### src/rtl/fetch_pc_unit.sv
// Fetch PC holder and instruction-memory request sequencer for the IF stage.
// Ports: CLK/RST; STALL, BRANCH_TAKEN, NEXT_PC in; SEQ_PC, PC_SEL to the
// next-PC mux; IMEM_REQ/ADDR/GNT/RVALID/RDATA memory side; INSTR_VALID,
// INSTR_OUT, PC_OUT to the IF/ID register.
module fetch_pc_unit #(
    parameter int               WIDTH       = 32,
    parameter logic [WIDTH-1:0] RESET_PC    = '0,
    parameter int               INSTR_BYTES = 4
) (
    input  logic             CLK,
    input  logic             RST,
    input  logic             STALL,
    input  logic             BRANCH_TAKEN,
    input  logic [WIDTH-1:0] NEXT_PC,
    output logic [WIDTH-1:0] SEQ_PC,
    output logic             PC_SEL,
    output logic             IMEM_REQ,
    output logic [WIDTH-1:0] IMEM_ADDR,
    input  logic             IMEM_GNT,
    input  logic             IMEM_RVALID,
    input  logic [WIDTH-1:0] IMEM_RDATA,
    output logic             INSTR_VALID,
    output logic [WIDTH-1:0] INSTR_OUT,
    output logic [WIDTH-1:0] PC_OUT
);

    typedef enum logic [1:0] {
        IDLE,
        REQ,
        WAIT,
        HOLD
    } state_t;

    state_t           state;
    state_t           state_nx;
    logic [WIDTH-1:0] pc;
    logic [WIDTH-1:0] pc_nx;
    logic             kill;
    logic             kill_nx;
    logic             capture;

    assign SEQ_PC      = pc + WIDTH'(INSTR_BYTES);
    assign PC_SEL      = BRANCH_TAKEN;
    assign IMEM_ADDR   = pc;
    assign IMEM_REQ    = (state == REQ);
    assign INSTR_VALID = (state == HOLD);

    always_comb begin
        state_nx = state;
        pc_nx    = pc;
        kill_nx  = kill;
        capture  = 1'b0;
        unique case (state)
            IDLE: begin
                state_nx = REQ;
                if (BRANCH_TAKEN) pc_nx = NEXT_PC;
            end
            REQ: begin
                if (BRANCH_TAKEN) pc_nx = NEXT_PC;
                if (IMEM_GNT) begin
                    state_nx = WAIT;
                    // A redirect racing the grant poisons that response.
                    kill_nx  = BRANCH_TAKEN;
                end
            end
            WAIT: begin
                if (BRANCH_TAKEN) begin
                    pc_nx = NEXT_PC;
                    if (IMEM_RVALID) begin
                        state_nx = REQ;
                        kill_nx  = 1'b0;
                    end else begin
                        kill_nx  = 1'b1;
                    end
                end else if (IMEM_RVALID) begin
                    kill_nx = 1'b0;
                    if (kill) begin
                        state_nx = REQ;
                    end else begin
                        state_nx = HOLD;
                        capture  = 1'b1;
                    end
                end
            end
            HOLD: begin
                // Branch wins over STALL; a plain consume takes SEQ_PC.
                if (BRANCH_TAKEN || !STALL) begin
                    pc_nx    = NEXT_PC;
                    state_nx = REQ;
                end
            end
            default: state_nx = IDLE;
        endcase
    end

    always_ff @(posedge CLK) begin
        if (RST) begin
            state     <= IDLE;
            pc        <= RESET_PC;
            kill      <= 1'b0;
            INSTR_OUT <= '0;
            PC_OUT    <= RESET_PC;
        end else begin
            state <= state_nx;
            pc    <= pc_nx;
            kill  <= kill_nx;
            if (capture) begin
                INSTR_OUT <= IMEM_RDATA;
                PC_OUT    <= pc;
            end
        end
    end

endmodule

### config.mk
export PLATFORM = sky130hd
export DESIGN_NAME = fetch_pc_unit
export DESIGN_NICKNAME = d
export VERILOG_FILES = /design/src/rtl/fetch_pc_unit.sv
export SDC_FILE = /design/constraint.sdc
export NUM_CORES = 1
export LEC_CHECK = 0
export ABC_AREA = 0
export ABC_CLOCK_PERIOD_IN_PS = 1850
export CORE_MARGIN = 2
export CORE_UTILIZATION = 40
export DETAILED_ROUTE_END_ITERATION = 6
export PLACE_DENSITY_LB_ADDON = 0.08
export SLEW_MARGIN = 20
export SYNTH_ARGS = -nofsm -noshare
export SYNTH_HDL_FRONTEND = slang
export SYNTH_SLANG_ARGS = --single-unit
### constraint.sdc
create_clock -name CLK -period 1.85 [get_ports CLK]
set_input_delay 0.37 -clock CLK [delete_from_list [all_inputs] [get_ports CLK]]
set_output_delay 0.37 -clock CLK [all_outputs]
set_load 0.02 [all_outputs]
-- Yosys cells after proc, flatten, opt, wreduce, memory -nomap -nowiden
Cells that the tools add are included.
- bits in registers: 99
- input port bits: 70
- output and inout bits: 131
- word-level logic and storage cells: 41
- $add $sub $neg: 1
- eq/ne operators: 8
- muxes and demuxes: 19
- reductions and logical operators: 8
- operators with widths (cell ; count):
    2-to-1 mux 32 bit ; 2
    one-hot mux 32 bit (2 select lines) ; 1
    adder 32 x 3 -> 32 bit (second input constant) ; 1
    2-to-1 mux 2 bit ; 6
    2-to-1 mux 1 bit ; 8
    one-hot mux 2 bit (4 select lines) ; 1
    != test 2 x 1 -> 1 bit (second input constant) ; 3
    AND reduction 3 bit ; 2
    equality test 2 bit (second input constant) ; 2
    != test 3 bit (second input constant) ; 1
    OR reduction 3 bit ; 1
    equality test 2 x 1 -> 1 bit (second input constant) ; 1
    zero test 2 bit ; 1
    != test 2 bit (second input constant) ; 1
    one-hot mux 1 bit (2 select lines) ; 1
    AND reduction 2 bit ; 1
    nonzero test 2 bit ; 1
    zero test 1 bit ; 1
    logical OR 1 bit ; 1

-- Longest topological paths before layout
- depth in word-level cells: 4
- mapped depth: 8
- mapped depth without buffers: 6

-- Least setup slack after synthesis
OpenSTA, ideal clock, no wires.
- path kind: register -> output
- start: reg pc[2] (netlist: IMEM_ADDR[2])
- end: out SEQ_PC[18]
- arrival time: 1.806 ns
- required time: 1.480 ns
- path slack: -0.326 ns
- stages on the path, launching flop included: 6
- cells stage by stage: dfxtp_1 -> ha_1 -> nand3_1 -> nor4_4 -> nand4_1 -> xnor2_1
- longest elaborated chain between the ends: 1
- ends and longest elaborated chain (element ; line ; source):
    start, declared ; 36 ; logic [WIDTH-1:0] pc;
    start signal, assigned ; 105 ; pc <= pc_nx;
    adder 32 x 3 -> 32 bit ; 42 ; assign SEQ_PC = pc + WIDTH'(INSTR_BYTES);
    end, declared ; 15 ; output logic [WIDTH-1:0] SEQ_PC,
Every way passes these cells.

-- Final worst setup path
- start: reg pc[13] (netlist: IMEM_ADDR[13])
- end: out SEQ_PC[19]
The elaborated chain is that of the path after synthesis.

==> impl_metrics.csv <==
group,metric,value,unit
floorplanning,die_h,105,um
critical_path,cp-start-kind,"register",
cells_and_area,final_layout_size_suffix_gt1_share,20.8,%
sta,finClkSkew,0.0101,ns
synth,synth_flop_cell,"dfxtp_1",
placed_design,dp_slack,-0.535,ns
power_and_ir_drop,powerDensity,659,nW/um2
power_and_ir_drop,leakage,3.02,nW
critical_path,worstPathCellList,"nand4_4 -> nor4_4 -> buf_6 -> buf_4 -> nand2_2 -> xnor2_2 -> buf_4",
detailed_routing,viasPerCell,4.91,
synth,syn_avg_cell_area,7.74,um2
sta,slew_headroom,76.6,%
cells_and_area,syn_to_final_growth,74.6,%
cells_and_area,fin_nets,828,
cts,cts_tree,"done",
placed_design,dp_hpwl,9.54,mm
global_routing,grt_start_max_net_pins,65,
cells_and_area,fillers,805,
cells_and_area,regArea,2020,um2
outcome,status,"finished with violations",
cts,cts-htree-levels,3,
sta,worst_slack,-0.329,ns
cts,clk-insertion-delay-late,0.36,ns
critical_path,cp_max_fo,8,
detailed_routing,dr_wl_met3,1.08,mm
cts,cts_buffers,9,
synth,syn-num-nets,601,
cts,clkSinkCount,99,
synth,yosysSeqAreaShare,48.6,%
synth,synthCells,527,
global_routing,grt_antenna_before_repair,0,
min_path,hold_class,"input port to register",
synth,syn-cell-area,4080,um2
detailed_routing,drt_iter0_markers,140,
sta,tightest_slew,0.351,ns
critical_path,cp.required,1.48,ns
floorplanning,die_area,11000,um2
sta,fmax,0.459,GHz
sta,whs,0.415,ns
floorplanning,io_pins,201,
power_and_ir_drop,ir_drop,0.368,mV
detailed_routing,route.detailed.drc,0,
synth,synth_edf_count,0,
critical_path,slowest_stage,"dfxtp_2",
cts,cts.clk_slew.worst_paths,0.09,ns
job,max-cap-violations,0,
power_and_ir_drop,total_power,0.00470,W
floorplanning,die_x,105,um
floorplanning,start_util,41.5,%
placed_design,routabilityCongestion,0.793,
synth,ys_top_cells_by_count,"201 x nand2_1, 99 x a21oi_1, 99 x dfxtp_1",
sta,hold_violations,0,
synth,yosys_warnings,0,
detailed_routing,vias,4379,
critical_path,cp_top_family,"simple AND/OR/NAND/NOR gates",
critical_path,crit_buf_inv,3,
cts,cts-root-buf,"clkbuf_8",
sta,finalCritPeriodShare,118,%
synth,synth-seq-cells,99,
placed_design,portBuffers,200,
synth,synthDistinctLibCells,33,
cells_and_area,diodes,0,
min_path,min_delay_path_depth,2,
sta,fin_crit,2.18,ns
sta,setup_violations,25,
synth,synth_top_area_share,48.6,%
detailed_routing,wl,13.3,mm
placed_design,dp.cells,872,
cells_and_area,multi_input_area,2180,um2
critical_path,worstPathArrival,1.81,ns
detailed_routing,wl_met2,6.78,mm
synth,synth_most_common_cell,"nand2_1",
synth,synthArstFlopShare,0,%
detailed_routing,drtPass1Iterations,4,
outcome,violations,"setup timing",
detailed_routing,drt-met1-wl,5.37,mm
critical_path,critPathMostFrequentCell,"buf_4",
synth,synth_top_area_cell,"dfxtp_1",
global_routing,grt_pass1_vias,4299,
sta,fin_setup_tns,-6.10,ns
global_routing,track_usage,23.8,%
detailed_routing,highest-signal-layer,"met4",
cts,cts_hold_buf,0,
floorplanning,core,9820,um2
detailed_routing,antenna_left,0,
critical_path,cpPeakStageDelay,0.36,ns
cts,cts.path.max_buffers,2,
critical_path,ff2ff_path_depth,7,
detailed_routing,wl_per_cell,14.9,um
critical_path,end_kind,"primary output",
sta,slew_violations,0,
critical_path,crit_type,"register to primary output",
cells_and_area,final_cells,892,
global_routing,grt_pass1_wl,21.3,mm
global_routing,grt_overflow_total,0,
floorplanning,std_cell_rows,36,
sta,rsz0062_at_grt,"yes",
critical_path,path_depth,7,
synth,synth_area_leaders,"dfxtp_1 49%, nand2_1 18%, a21oi_1 12%, xnor2_1 5.2%, clkbuf_1 2.8%",
[report_power, final]
part / switching [W] / leakage (nW) / total (W) / internal [W]
Sequential: 0.0000419 / 0.812 / 0.00223 / 0.00218
Combinational: 0.000384 / 2.09 / 0.000781 / 0.000397
Clock: 0.000758 / 0.123 / 0.00169 / 0.000933
Total: 0.00118 / 3.02 / 0.00470 / 0.00351
[final timing paths]
kind	startpoint	end	slack, ns
max	IMEM_ADDR[13]	SEQ_PC[19]	-0.33
max reg2reg	state[0]	INSTR_OUT[29]	0.10
min reg2reg	PC_OUT[12]	PC_OUT[12]	0.46
min	RST	INSTR_OUT[30]	0.42
[worst reg2reg max path, cell delays in order (launching register included)]
cell     delay [ns]
dfxtp_1        0.34
inv_1          0.09
ha_2           0.22
nand2_1        0.08
or3_2          0.45
buf_12         0.21
nand2_1        0.16
a21oi_1        0.07
[stage by stage]
stage | cell area [um2] | utilization [%]
floorplan | 4280 | -
finish | 7120 | 72.5
global placement | 6770 | 68.9
CTS | 7000 | 71.3
detailed placement | 6770 | 68.9
global route | 7120 | 72.5
[registers in the layout, indices dropped and copies added (netlist names)]
name	flops
PC_OUT	32
state	2
INSTR_OUT	32
IMEM_ADDR	32
kill	1
[final cells by class]
| cell class | count | share of cell area (%) |
|---|---|---|
| tap | 133 | 2.34 |
| timing repair buffer | 254 | 34.9 |
| multi-input combinational | 384 | 30.6 |
| inverter | 6 | 0.316 |
| clock buffer | 12 | 2.50 |
| sequential | 99 | 28.3 |
| clock inverter | 4 | 1.07 |
[cell families (layout without fill, tap and decap cells)]
| family | after synthesis | in the layout | share of synthesized area, % |
|---|---|---|---|
| compound gates | 105 | 105 | 13.1 |
| xor+xnor | 28 | 28 | 6.01 |
| fa+ha+maj | 4 | 4 | 1.23 |
| buf+inv | 44 | 276 | 4.45 |
| flops | 99 | 99 | 48.6 |
| mux | 2 | 2 | 0.521 |
| simple gates | 245 | 245 | 26.1 |
[per-layer routing]
layer	track usage, %	vias up
li1	-	2168
met1	28.3	2055
met2	42.6	147
met3	6.92	9
met4	4.76	0
met5	0	-
[cells in the final DEF, fill, tap and decap left out, types with 6 or more instances in the layout]
master           Yosys  final
buf_12               0      9
buf_4                3     65
dfxtp_1             99     82
xnor2_1             24      6
clkdlybuf4s50_1      0    137
buf_6                0      7
nand2_1            201    199
nand4_1              9      9
dlygate4sd2_1        0     18
a21oi_1             99     98
xnor2_2              0     18
inv_1                6      6
dfxtp_2              0     12
clkbuf_8             0      9
dlymetal6s2s_1       0     16
[timing repair]
item / in CTS / in global routing
setup endpoints to repair: 47 / 65
gates resized for setup: 171 / 33
buffers inserted: 0 / 5
pin swaps: 11 / 3
Note: power is estimated with default switching activity, not from simulation.
